==> config.mk <==
export PLATFORM = sky130hd
export DESIGN_NAME = arm_prefetch_queue_flat
export DESIGN_NICKNAME = d
export VERILOG_FILES = /design/src/rtl/arm_prefetch_queue_if.sv /design/src/rtl/arm_prefetch_queue.sv /design/src/flat_wrapper.sv
export SDC_FILE = /design/constraint.sdc
export NUM_CORES = 1
export LEC_CHECK = 0
export BUFFER_PORTS_ARGS = -buffer_cell sky130_fd_sc_hd__buf_2
export CELL_PAD_IN_SITES_DETAIL_PLACEMENT = 0
export CELL_PAD_IN_SITES_GLOBAL_PLACEMENT = 1
export CORE_MARGIN = 8
export CORE_UTILIZATION = 48
export DETAILED_ROUTE_END_ITERATION = 10
export PLACE_DENSITY = 0.88
export RECOVER_POWER = 100
export SYNTH_ARGS = -nofsm -noshare
export SYNTH_HDL_FRONTEND = slang
export SYNTH_SLANG_ARGS = --single-unit
==> constraint.sdc <==
create_clock -name i_clk -period 4.8 [get_ports i_clk]
set_input_delay 0.24 -clock i_clk [delete_from_list [all_inputs] [get_ports i_clk]]
set_output_delay 0.24 -clock i_clk [all_outputs]
set_load 0.005 [all_outputs]
==> src/rtl/arm_prefetch_queue_if.sv <==
// Fetch-side handshakes: instruction memory request/response and the decode handoff.
// ARM_PREFETCH_ABORT_EN adds the response error flag and the head abort flag.
interface arm_prefetch_queue_if #(
  parameter int ADDR_WIDTH = 32,
  parameter int DATA_WIDTH = 32
);
  logic                  imem_req_valid;
  logic                  imem_req_ready;
  logic [ADDR_WIDTH-1:0] imem_addr;
  logic                  imem_rsp_valid;
  logic [DATA_WIDTH-1:0] imem_rsp_data;
  logic                  inst_valid;
  logic                  inst_ready;
  logic [DATA_WIDTH-1:0] inst;
  logic [ADDR_WIDTH-1:0] inst_pc;
`ifdef ARM_PREFETCH_ABORT_EN
  logic                  imem_rsp_err;
  logic                  inst_abort;
`endif

  modport master (
`ifdef ARM_PREFETCH_ABORT_EN
    input  imem_rsp_err,
    output inst_abort,
`endif
    output imem_req_valid, imem_addr,
    input  imem_req_ready, imem_rsp_valid, imem_rsp_data,
    output inst_valid, inst, inst_pc,
    input  inst_ready
  );

  modport slave (
`ifdef ARM_PREFETCH_ABORT_EN
    output imem_rsp_err,
    input  inst_abort,
`endif
    input  imem_req_valid, imem_addr,
    output imem_req_ready, imem_rsp_valid, imem_rsp_data,
    input  inst_valid, inst, inst_pc,
    output inst_ready
  );
endinterface

==> src/rtl/arm_prefetch_queue.sv <==
// In-order instruction prefetch queue with redirect flush; optional ARM_PREFETCH_ABORT_EN.
// Request accept to inst_valid >= 2 cycles; issue throttled by queue credits, decode stalls hold the head.
module arm_prefetch_queue #(
  parameter int                    ADDR_WIDTH = 32,
  parameter int                    DATA_WIDTH = 32,
  parameter int                    DEPTH      = 4,
  parameter logic [ADDR_WIDTH-1:0] RESET_PC   = '0
) (
  input  logic                  i_clk,
  input  logic                  i_rst,
  input  logic                  i_halt,
  input  logic                  i_redirect_valid,
  input  logic [ADDR_WIDTH-1:0] i_redirect_pc,
  arm_prefetch_queue_if.master  io_bus
);
  localparam int PW  = $clog2(DEPTH);
  localparam int CW  = PW + 1;
  // Discard count can accumulate across back-to-back redirects, so it gets headroom.
  localparam int DCW = CW + 2;

  logic [ADDR_WIDTH-1:0] r_fetch_pc;
  logic [PW-1:0]         r_rd_ptr;
  logic [PW-1:0]         r_wr_ptr;
  logic [CW-1:0]         r_count;
  logic [CW-1:0]         r_outstanding;
  logic [DCW-1:0]        r_discard;
  logic                  r_stop;
  logic [DATA_WIDTH-1:0] r_data_mem [DEPTH];
  logic [ADDR_WIDTH-1:0] r_pc_mem   [DEPTH];
`ifdef ARM_PREFETCH_ABORT_EN
  logic                  r_abort_mem [DEPTH];
`endif

  logic          w_rsp_err;
  logic          w_credit_ok;
  logic          w_req_vld;
  logic          w_req_fire;
  logic [PW-1:0] w_iss_ptr;
  logic          w_rsp_drop;
  logic          w_rsp_push;
  logic          w_inflight_dec;
  logic          w_inst_vld;
  logic          w_pop;
  logic          w_head_vld;

`ifdef ARM_PREFETCH_ABORT_EN
  assign w_rsp_err = io_bus.imem_rsp_err;
`else
  assign w_rsp_err = 1'b0;
`endif

  assign w_credit_ok    = ({1'b0, r_count} + {1'b0, r_outstanding}) < (CW + 1)'(DEPTH);
  assign w_req_vld      = !i_rst && !i_halt && !i_redirect_valid && !r_stop && w_credit_ok;
  assign w_req_fire     = w_req_vld && io_bus.imem_req_ready;
  // Issue slot sits just past every queued and in-flight entry, so PCs stay in issue order.
  assign w_iss_ptr      = r_wr_ptr + r_outstanding[PW-1:0];
  assign w_rsp_drop     = io_bus.imem_rsp_valid && (r_discard != '0);
  assign w_rsp_push     = io_bus.imem_rsp_valid && (r_discard == '0) && (r_outstanding != '0)
                          && !i_redirect_valid;
  assign w_inflight_dec = io_bus.imem_rsp_valid && ((r_discard != '0) || (r_outstanding != '0));
  assign w_head_vld     = (r_count != '0);
  assign w_inst_vld     = w_head_vld && !i_redirect_valid;
  assign w_pop          = w_inst_vld && io_bus.inst_ready;

  always_ff @(posedge i_clk) begin
    if (i_rst) begin
      r_fetch_pc    <= RESET_PC;
      r_rd_ptr      <= '0;
      r_wr_ptr      <= '0;
      r_count       <= '0;
      r_outstanding <= '0;
      r_discard     <= '0;
      r_stop        <= 1'b0;
    end else if (i_redirect_valid) begin
      r_fetch_pc    <= i_redirect_pc;
      r_rd_ptr      <= '0;
      r_wr_ptr      <= '0;
      r_count       <= '0;
      r_outstanding <= '0;
      r_discard     <= r_discard + DCW'(r_outstanding) - DCW'(w_inflight_dec);
      r_stop        <= 1'b0;
    end else begin
      if (w_req_fire) begin
        r_fetch_pc <= r_fetch_pc + ADDR_WIDTH'(4);
      end
      r_outstanding <= r_outstanding + CW'(w_req_fire) - CW'(w_rsp_push);
      r_count       <= r_count + CW'(w_rsp_push) - CW'(w_pop);
      if (w_rsp_drop) begin
        r_discard <= r_discard - DCW'(1);
      end
      if (w_rsp_push) begin
        r_wr_ptr <= r_wr_ptr + PW'(1);
        if (w_rsp_err) begin
          r_stop <= 1'b1;
        end
      end
      if (w_pop) begin
        r_rd_ptr <= r_rd_ptr + PW'(1);
      end
    end
  end

  always_ff @(posedge i_clk) begin
    if (w_req_fire) begin
      r_pc_mem[w_iss_ptr] <= r_fetch_pc;
    end
    if (w_rsp_push && !i_rst) begin
      r_data_mem[r_wr_ptr] <= io_bus.imem_rsp_data;
`ifdef ARM_PREFETCH_ABORT_EN
      r_abort_mem[r_wr_ptr] <= w_rsp_err;
`endif
    end
  end

  assign io_bus.imem_req_valid = w_req_vld;
  assign io_bus.imem_addr      = r_fetch_pc;
  assign io_bus.inst_valid     = w_inst_vld;
  assign io_bus.inst           = w_head_vld ? r_data_mem[r_rd_ptr] : '0;
  assign io_bus.inst_pc        = w_head_vld ? r_pc_mem[r_rd_ptr] : '0;
`ifdef ARM_PREFETCH_ABORT_EN
  assign io_bus.inst_abort     = w_head_vld && r_abort_mem[r_rd_ptr];
`endif
endmodule

==> src/flat_wrapper.sv <==
// flat-port wrapper written by rule: the top's interface ports become plain ports
module arm_prefetch_queue_flat 
#(
  parameter int                    ADDR_WIDTH = 32,
  parameter int                    DATA_WIDTH = 32,
  parameter int                    DEPTH      = 4,
  parameter logic [ADDR_WIDTH-1:0] RESET_PC   = '0
)
  (i_clk, i_rst, i_halt, i_redirect_valid, i_redirect_pc, io_bus_imem_req_valid, io_bus_imem_addr, io_bus_imem_req_ready, io_bus_imem_rsp_valid, io_bus_imem_rsp_data, io_bus_inst_valid, io_bus_inst, io_bus_inst_pc, io_bus_inst_ready);
  arm_prefetch_queue_if #(.ADDR_WIDTH(ADDR_WIDTH), .DATA_WIDTH(DATA_WIDTH)) io_bus_i ();
  input  logic i_clk;
  input  logic i_rst;
  input  logic i_halt;
  input  logic i_redirect_valid;
  input  logic [ADDR_WIDTH-1:0] i_redirect_pc;
  output wire logic [$bits(io_bus_i.imem_req_valid)-1:0] io_bus_imem_req_valid;
  output wire logic [$bits(io_bus_i.imem_addr)-1:0] io_bus_imem_addr;
  input wire logic [$bits(io_bus_i.imem_req_ready)-1:0] io_bus_imem_req_ready;
  input wire logic [$bits(io_bus_i.imem_rsp_valid)-1:0] io_bus_imem_rsp_valid;
  input wire logic [$bits(io_bus_i.imem_rsp_data)-1:0] io_bus_imem_rsp_data;
  output wire logic [$bits(io_bus_i.inst_valid)-1:0] io_bus_inst_valid;
  output wire logic [$bits(io_bus_i.inst)-1:0] io_bus_inst;
  output wire logic [$bits(io_bus_i.inst_pc)-1:0] io_bus_inst_pc;
  input wire logic [$bits(io_bus_i.inst_ready)-1:0] io_bus_inst_ready;
  assign io_bus_imem_req_valid = io_bus_i.imem_req_valid;
  assign io_bus_imem_addr = io_bus_i.imem_addr;
  assign io_bus_i.imem_req_ready = io_bus_imem_req_ready;
  assign io_bus_i.imem_rsp_valid = io_bus_imem_rsp_valid;
  assign io_bus_i.imem_rsp_data = io_bus_imem_rsp_data;
  assign io_bus_inst_valid = io_bus_i.inst_valid;
  assign io_bus_inst = io_bus_i.inst;
  assign io_bus_inst_pc = io_bus_i.inst_pc;
  assign io_bus_i.inst_ready = io_bus_inst_ready;
  arm_prefetch_queue #(.ADDR_WIDTH(ADDR_WIDTH), .DATA_WIDTH(DATA_WIDTH), .DEPTH(DEPTH), .RESET_PC(RESET_PC)) u_core (.i_clk(i_clk), .i_rst(i_rst), .i_halt(i_halt), .i_redirect_valid(i_redirect_valid), .i_redirect_pc(i_redirect_pc), .io_bus(io_bus_i));
endmodule
Word level (Yosys, flattened, before mapping)
Memories as Yosys holds them, arrays and structs flattened. A register that Yosys moved wholly into a read port is not among the register bits.
Cells that the tools add are included.
Storage, ports and cells
  bits in registers: 47
  bits in writable memories: 256
  bits of input ports: 71
  output and inout bits: 98
  logic and storage cells: 58
  memories kept: 2
Operators by class
  add/subtract/negate cells: 12
  order comparisons: 1
  mux-type cells: 14
  reductions and logical operators: 23
Memories
  u_core.r_data_mem: words 4, bits a word 32, read ports 1, clocked after Yosys merged registers in 1, write ports 1, line arm_prefetch_queue.sv:28  | logic [DATA_WIDTH-1:0] r_data_mem [DEPTH];
  u_core.r_pc_mem: words 4, bits a word 32, read ports 1, clocked after Yosys merged registers in 1, write ports 1, line arm_prefetch_queue.sv:29  | logic [ADDR_WIDTH-1:0] r_pc_mem [DEPTH];
Operators by type and width (number)
  two-way mux 32 bit: 4
  adder 32 x 3 -> 32 bit, second input constant: 1
  logical AND 1 bit: 12
  two-way mux 5 bit: 2
  two-way mux 2 bit: 4
  adder 3 x 1 -> 3 bit: 2
  nonzero test 3 bit: 2
  subtractor 3 x 1 -> 3 bit: 2
  adder 5 x 3 -> 5 bit: 1
  logical NOT 5 bit: 1
  nonzero test 5 bit: 1
  subtractor 5 x 1 -> 5 bit: 1
  subtractor 5 x 1 -> 5 bit, second input constant: 1
  adder 2 x 1 -> 2 bit, second input constant: 2
  adder 3 x 3 -> 4 bit: 1
  < comparator 4 x 3 -> 1 bit, second input constant: 1
  two-way mux 1 bit: 4
  nonzero test 2 bit: 2
  logical NOT 1 bit: 3
  adder 2 bit: 1
  OR reduction 2 bit: 1
  logical OR 1 bit: 1

Depth between registers and ports, before layout
Gate-level depths: netlist of the first run.
  depth after elaboration: 7
  depth in mapped cells: 14
  mapped depth without buffers: 14

Worst setup path before layout of the first run
No wires, ideal clock.
  path kind: reg-to-reg
  start: register u_core.r_outstanding[1]
  end: memory u_core.r_pc_mem[3][0] (enable)
  setup time: 468 ps
  arrival: 3907 ps
  required time: 4332 ps
  setup slack: 426 ps
  cell stages (with the launch flop): 7
  period minus slack after synthesis: 4374 ps
  cells stage by stage: dfxtp_1 > ha_1 > a311oi_4 > nand3_4 > buf_2 > buf_2 > nor3b_1
Between the ends
  longest elaborated chain between the ends: 6
  elaborated cells between the ends (all ways): 7
  those cells by class: add/sub (2); order compare (1); mux (2); reduce/logical (2)
RTL lines
  start: declaration: line arm_prefetch_queue.sv:25  | logic [CW-1:0] r_outstanding;
  start signal: assignment: line arm_prefetch_queue.sv:86  | r_outstanding <= r_outstanding + CW'(w_req_fire) - CW'(w_rsp_push);
  adder 3 x 3 -> 4 bit: line arm_prefetch_queue.sv:52  | assign w_credit_ok = ({1'b0, r_count} + {1'b0, r_outstanding}) < (CW + 1)'(DEPTH);
  < comparator 4 x 3 -> 1 bit: line arm_prefetch_queue.sv:52
  logical AND 1 bit: line arm_prefetch_queue.sv:53  | assign w_req_vld = !i_rst && !i_halt && !i_redirect_valid && !r_stop && w_credit_ok;
  logical AND 1 bit: line arm_prefetch_queue.sv:54  | assign w_req_fire = w_req_vld && io_bus.imem_req_ready;
  two-way mux 1 bit: line arm_prefetch_queue.sv:104  | if (w_req_fire) begin
  two-way mux 1 bit (implied by the code): line arm_prefetch_queue.sv:105  | r_pc_mem[w_iss_ptr] <= r_fetch_pc;
  end: declaration: line arm_prefetch_queue.sv:29
Parallel ways exist; a longest one is shown, timed or not.

Worst setup path in the final report of the first run
  start: register u_core.r_outstanding[1]
  end: memory u_core.r_pc_mem[1][0] (enable)
The elaborated chain is that of the path after synthesis.

==> out/metrics.yaml, run 1 <==
layout:
  area_delta_synth_final_pct: 20.0
  nFillCells: 2061
  finalNonFillerCells: 1378
  drive_above_1_share_pct: 16.6
  antenna_cells: 0
  layout.nets: 1117
  finalInstanceArea_sq_um: 15300
synth:
  ys_top_cells_by_area: "edfxtp_1 (60%), mux4_2 (11%), dfxtp_1 (7.7%), nor2b_1 (3.3%), ha_1 (2.1%)"
  synth_seq_cells: 305
  synth-edff-count: 256
  synth_fp_nets: 883
  synth.distinct_cells: 60
  syn_inst: 788
  yosys_warnings: 0
  async_flop_share_pct: 0
  synth_top_area_share_pct: 60.3
  dominantRegCellSynth: "edfxtp_1"
  ys_seq_area_share_pct: 68.0
  syn_area_per_cell_sq_um: 16.2
  syn_area_sq_um: 12800
  synth_area_leader_cell: "edfxtp_1"
clocking:
  clock_latency_ns: 0.54
  htreeDepth: 1
  clk_pin_slew_worst_paths_ns: 0.06
  ctsRootBufferMaster: "clkbuf_16"
  clkSinkCount: 305
  post_cts_resized: 0
  max-clock-path-buffers: 3
  cts_tree: "done"
  postCtsSetupBuffers: 0
  numCtsBuffers: 31
drt:
  wl_per_cell_um: 21.2
  drc_errors: 0
  ant_nets: 0
  via_count: 7685
  firstDrtPassIters: 5
  vias_per_cell: 5.58
  drt-total-wl_um: 29300
  drt_iter0_drc: 666
sta:
  timing.final.crit_share_pct: 81.2
  fmaxAchievable_mhz: 256
  fin_skew_ns: 0.0217
  tightest_slew_ns: 2.15
  tns_ns: 0
  slew_violations: 270
  hold_violations: 0
  rsz0062_at_grt: "false"
  period_minus_slack_ns: 3.90
  slew-limit-headroom_pct: -43.0
  setup_viol: 0
floorplanning:
  die_w_um: 179
  die_area_sq_um: 32000
  start_util_pct: 48.9
  rows: 59
  core_sq_um: 26100
  io_pins: 169
  fp.dieH_um: 179
placement:
  hpwl_um: 18700
  dp_cells: 1264
  place_congestion: 0.804
  io_buffers: 168
  place_area_sq_um: 14000
setup_path:
  worst_path_largest_cell_delay_ns: 0.72
  start_kind: "register"
  cp_slowest_cell: "and3_1"
  path_buf_inv: 2
  crit_chain: "ha_1 > a311oi_1 > nand3_4 > clkinvlp_2 > and3_1 > clkbuf_2"
  cp.required_ns: 4.97
  criticalPathCategory: "register to register"
  cp-end-kind: "register"
  cpLargestDelayFamily: "buffers and inverters"
  worstPathMaxFanout: 32
  critPathArrivalTime_ns: 4.07
global_route:
  grt_pass1_vias: 8039
  met1_usage_pct: 24.2
  track_usage_pct: 18.2
  grt_pass1_wl_um: 45200
  grt_max_degree: 66
  grt_util_met2_pct: 30.0
  grt-ovfl-total: 0
  use_met3_pct: 3.56
  grt.busiest_layer: "met2"
  antenna_found_initial: 0
power:
  p_leak_nw: 5.00
  ir_drop_v: 0.000318
  power_density_nw_per_um2: 372
outcome:
  status: "finished with violations"
  violations: "max-capacitance violations, max-slew violations"
worst_hold_path:
  hp-class: "input port to register"
flow_run:
  maxCapViolations: 7
metrics by stage:
stage	hold WS [ns]	utilization, %	setup slack, ns	total power (W)
2_1_floorplan	0.339	-	0.426	0.00326
3_3_place_gp	0.456	53.6	1.66	0.00339
3_5_place_dp	0.459	53.6	1.58	0.00340
4_1_cts	0.0144	59.6	1.56	0.00575
5_1_grt	0.0317	58.7	0.640	0.00592
6_report	0.0344	58.7	0.900	0.00569
worst reg2reg max path, stage by stage (launching register included):
cell        delay (ns)
dfxtp_1           0.45
ha_1              0.27
a311oi_1          0.49
nand3_4           0.40
clkinvlp_2        0.60
and3_1            0.73
clkbuf_2          0.60
worst paths after layout:
check                                from                    endpoint  slack [ns]  cells past startpoint
setup reg to reg  u_core.r_outstanding[1]       u_core.r_pc_mem[1][0]        0.90                      6
setup / recovery  u_core.r_outstanding[1]       u_core.r_pc_mem[1][0]        0.90                      6
hold reg to reg        u_core.r_rd_ptr[1]          u_core.r_rd_ptr[1]        0.52                      2
hold / removal           i_redirect_pc[8]  u_core.io_bus.imem_addr[8]        0.03                      3
per-layer routing:
| metal | vias up | wire length (um) |
|---|---|---|
| li1 | 3521 | - |
| met1 | 3845 | 12100 |
| met2 | 272 | 14300 |
| met3 | 47 | 2000 |
| met4 | 0 | 801 |
| met5 | - | 0 |
sequential cells by signal, indices dropped and copies added, names as in the netlist, named ones only:
register	cells
u_core.io_bus.imem_addr	32
u_core.r_count	3
u_core.r_data_mem	128
u_core.r_discard	5
u_core.r_outstanding	3
u_core.r_pc_mem	128
u_core.r_rd_ptr	2
u_core.r_wr_ptr	2
where the power goes:
group	switching, W	internal, W
clock network	0.000941	0.00138
registers	0.0000587	0.00291
logic	0.000208	0.000201
total	0.00121	0.00449
cells in the final DEF, fill, tap and decap left out, types with 12 or more instances in the layout:
cell type / instances
xnor2_1: 12
clkbuf_16: 31
ha_1: 21
nor2b_1: 67
edfxtp_1: 256
dlygate4sd3_1: 60
a31oi_1: 22
buf_2: 45
inv_1: 26
nor2_1: 32
dfxtp_1: 48
o21ai_0: 17
a21oi_1: 23
clkbuf_1: 138
mux4_2: 64
nand2_1: 39
cells in the mapped netlist, types with 5 or more instances:
library cell,n
and2_1,7
inv_1,26
buf_2,14
and3_1,10
nand4_1,8
o21ai_0,17
nor2b_1,67
clkbuf_1,25
ha_1,21
edfxtp_1,256
a21oi_1,23
and4_1,7
mux4_2,64
nor2_1,33
dfxtp_1,49
xnor2_1,12
or4_1,7
nand2_1,38
a31oi_1,22
nand3_1,8
nor3_1,8
o311ai_0,5
or3_1,6
final cells by class:
cell class / count / area, sq um / area share [%]
flip-flops and latches: 305 / 8670 / 56.7
clock buffers: 43 / 841 / 5.50
clock inverters: 11 / 139 / 0.908
inverters: 28 / 106 / 0.695
repair buffers: 243 / 1370 / 8.95
multi-input cells: 413 / 3750 / 24.5
well taps: 335 / 419 / 2.74
cells by family after synthesis:
group,count (synthesis),synth area share [%]
muxes,69,11.7
buffers and inverters,70,2.35
DFF,305,68.0
xor gates and xnor gates,14,0.961
and+or+nand+nor,217,9.90
adders and majority gates,24,2.53
AOI/OAI and AO/OA,89,4.57
timing repair:
| action | CTS | global route |
|---|---|---|
| setup endpoints to repair | 0 | 0 |
| endpoints found under the hold margin | 156 | 0 |
| hold buffers | 60 | 0 |
(Power assumes the default switching activity.)
==> run 2: changes to the inputs <==
Settings changed: ABC_AREA set to 1, CORE_UTILIZATION 48 to 41, PLACE_DENSITY 0.88 to 0.85.
Clock period 4.8 ns to 3.4 ns, I/O delays scaled along.
==> out/metrics.yaml, run 2 <==
setup_path:
  r2r-start: "u_core.r_outstanding[1]"
  cp.required_ns: 3.56  # -1.41 ns
  crit_end: "u_core.r_pc_mem[1][27]"
  ff2ff_setup_slack_ns: 0.53  # -0.37 ns
  cp-end-kind: "register"
  criticalPathCategory: "register to register"
  crit_start: "u_core.r_outstanding[1]"
  worstRegToRegCells: 7  # +1
  r2r-end: "u_core.r_pc_mem[1][27]"
  worstPathMaxFanout: 32  # unchanged
  critPathArrivalTime_ns: 3.03  # -1.04 ns
  start_kind: "register"
sta:
  setup_viol: 0  # unchanged
  hold_violations: 0  # unchanged
  slew_violations: 39  # -86%
  period_minus_slack_ns: 2.87  # -1.03 ns
  slew-limit-headroom_pct: -13.5  # +30 points
  timing.final.crit_share_pct: 84.4  # +3.2 points
  fin_skew_ns: 0.0189  # -0.00286 ns
  tightest_slew_ns: 1.70  # -0.444 ns
  tns_ns: 0  # unchanged
  finalWorstSetupSlack_ns: 0.530  # -0.370 ns
  fmaxAchievable_mhz: 348  # +36%
  rsz0062_at_grt: "false"
power:
  p_clk_share_pct: 39.8  # -0.9 points
  swShare_pct: 22.2  # +0.98 points
  p_leak_nw: 5.84  # +17%
  ir_drop_v: 0.000392  # +24%
  netSwitchingPower_w: 0.00173  # +43%
  power_density_nw_per_um2: 486  # +31%
  power.share.sequential_pct: 53.7  # +1.6 points
  finalPower_w: 0.00780  # +37%
  p_int_w: 0.00607  # +35%
  comb_power_share_pct: 6.5  # -0.7 points
layout:
  mostFrequentLayoutCell: "nor2_1"
  area_delta_synth_final_pct: 20.1  # about the same
  drive_above_1_share_pct: 7.34  # -9.2 points
  final_util_pct: 49.6  # -9.1 points
  antenna_cells: 0  # unchanged
  layout.nets: 1654  # +48%
  layout_common_cells: "nor2_1 (327), edfxtp_1 (256), nand2_1 (190)"
  finalInstanceArea_sq_um: 16100  # +4.9%
synth:
  syn_area_per_cell_sq_um: 9.99  # -38%
  ys_seq_area_share_pct: 64.8  # -3.1 points
  synth.distinct_cells: 34  # -43%
  async_flop_share_pct: 0  # unchanged
  ys_top_cells_by_area: "edfxtp_1 (57%), nor2_1 (9.3%), dfxtp_1 (7.3%), nand2_1 (5.3%), o21ai_0 (5.2%)"
  synth_top_area_share_pct: 57.5  # -2.8 points
  synth_area_leader_cell: "edfxtp_1"
  synth_fp_nets: 1434  # +62%
  dominantRegCellSynth: "edfxtp_1"
  synth.most_common_cell: "nor2_1"
  syn_inst: 1339  # +70%
  syn_area_sq_um: 13400  # +4.9%
  synth_commonest_cells: "nor2_1 (330), edfxtp_1 (256), nand2_1 (189)"
  yosys_warnings: 0  # unchanged
  synth-edff-count: 256  # unchanged
  synth_seq_cells: 305  # unchanged
clocking:
  clk_pin_slew_worst_paths_ns: 0.06  # about the same
  cts_tree: "done"
  ctsRootBufferMaster: "clkbuf_16"
  clkSinkCount: 305  # unchanged
  numCtsBuffers: 31  # unchanged
  htreeDepth: 1  # unchanged
  max-clock-path-buffers: 3  # unchanged
  clock_latency_ns: 0.56  # +0.02 ns
floorplanning:
  core_sq_um: 32400  # +24%
  start_util_pct: 41.3  # -7.6 points
  die_area_sq_um: 38700  # +21%
  die_w_um: 197  # +9.8%
  rows: 66  # +12%
  io_pins: 169  # unchanged
  fp.dieH_um: 197  # +9.8%
global_route:
  grt_pass1_wl_um: 54200  # +20%
  grt-ovfl-total: 0  # unchanged
  antenna_found_initial: 0  # unchanged
  met1_usage_pct: 23.0  # -1.2 points
  track_usage_pct: 17.4  # -0.84 points
  grt.busiest_layer: "met2"
  grt_max_degree: 85  # +29%
  use_met3_pct: 2.98  # -0.57 points
  grt_util_met2_pct: 29.3  # -0.61 points
  grt_pass1_vias: 10100  # +26%
drt:
  drt-total-wl_um: 34100  # +16%
  wl_per_cell_um: 16.9  # -21%
  vias_per_cell: 4.97  # -11%
  firstDrtPassIters: 4  # -1
  drt_iter0_drc: 610  # -8.4%
  ant_nets: 0  # unchanged
  via_count: 10000  # +31%
  drc_errors: 0  # unchanged
placement:
  place_congestion: 0.821  # +2.1%
  place_ws_ns: 0.813  # -0.764 ns
  io_buffers: 168  # unchanged
  place_area_sq_um: 14700  # +5.2%
  hpwl_um: 21500  # +15%
outcome:
  violations: "max-capacitance violations, max-slew violations"
  status: "finished with violations"
flow_run:
  maxCapViolations: 1  # -6
worst_hold_path:
  hp-class: "input port to register"
run 2: worst min-delay path by stage:
stage                                       start                      end  depth (start not counted)
final                       io_bus_imem_rsp_valid       u_core.r_wr_ptr[1]                          3
after CTS                   io_bus_imem_rsp_valid       u_core.r_wr_ptr[1]                          3
after global routing        io_bus_imem_rsp_valid       u_core.r_wr_ptr[1]                          3
after detailed placement  io_bus_imem_rsp_data[4]  u_core.r_data_mem[0][4]                          1
after floorplan           io_bus_imem_rsp_data[0]  u_core.r_data_mem[0][0]                          0
after global placement    io_bus_imem_rsp_data[0]  u_core.r_data_mem[1][0]                          1
run 2: power groups by stage:
stage          logic [W]  clock network, W  registers [W]
6_report        0.000507           0.00310        0.00419
5_1_grt         0.000591           0.00333        0.00420
4_1_cts         0.000525           0.00315        0.00419
3_5_place_dp    0.000461                 0        0.00427
3_3_place_gp    0.000452                 0        0.00426
2_1_floorplan   0.000304                 0        0.00423
run 2: cell families after synthesis:
group / Yosys count / share of synthesized area, %
AOI/OAI and AO/OA: 248 / 9.48
and+or+nand+nor: 588 / 17.5
xor gates and xnor gates: 17 / 1.11
buffers and inverters: 157 / 4.70
adders and majority gates: 24 / 2.41
DFF: 305 / 64.8
run 2: metrics by stage:
stage | std cells | hold WS [ns]
2_1_floorplan | 1339 | 0.269
3_3_place_gp | 1903 | 0.385
3_5_place_dp | 1903 | 0.392
4_1_cts | 2023 | 0.0300
5_1_grt | 2023 | 0.0750
6_report | 2023 | 0.0565
run 2: critical path, stage by stage, from the launching register on:
cell and delay [ns]:
dfxtp_1 0.46, ha_1 0.28, nand3_1 0.08, nand2_1 0.10
nor2_1 0.17, nand2_2 0.33, nor3_2 0.25, clkbuf_2 0.79
run 2: per-layer routing:
metal  wire (um)  vias to the layer above  share of wire (%)
met5           0                        -                  0
met2       16300                      288                 48
li1            -                     4959                  -
met3        2170                       45                6.4
met4         674                        0                2.0
met1       14900                     4754                 44
run 2: final cells by class:
cell class	instances	area, sq um
Fill cell	2953	16300
Multi-Input combinational cell	877	4100
Clock inverter	16	113
Clock buffer	39	806
Timing Repair Buffer	250	1460
Sequential cell	305	8670
Tap cell	442	553
Inverter	94	354
run 2: repair_timing:
action                    in CTS  in global routing
hold buffers                  65                  0
hold endpoints to repair     162                  0
buffers inserted               0                  0
resized for setup              0                  0
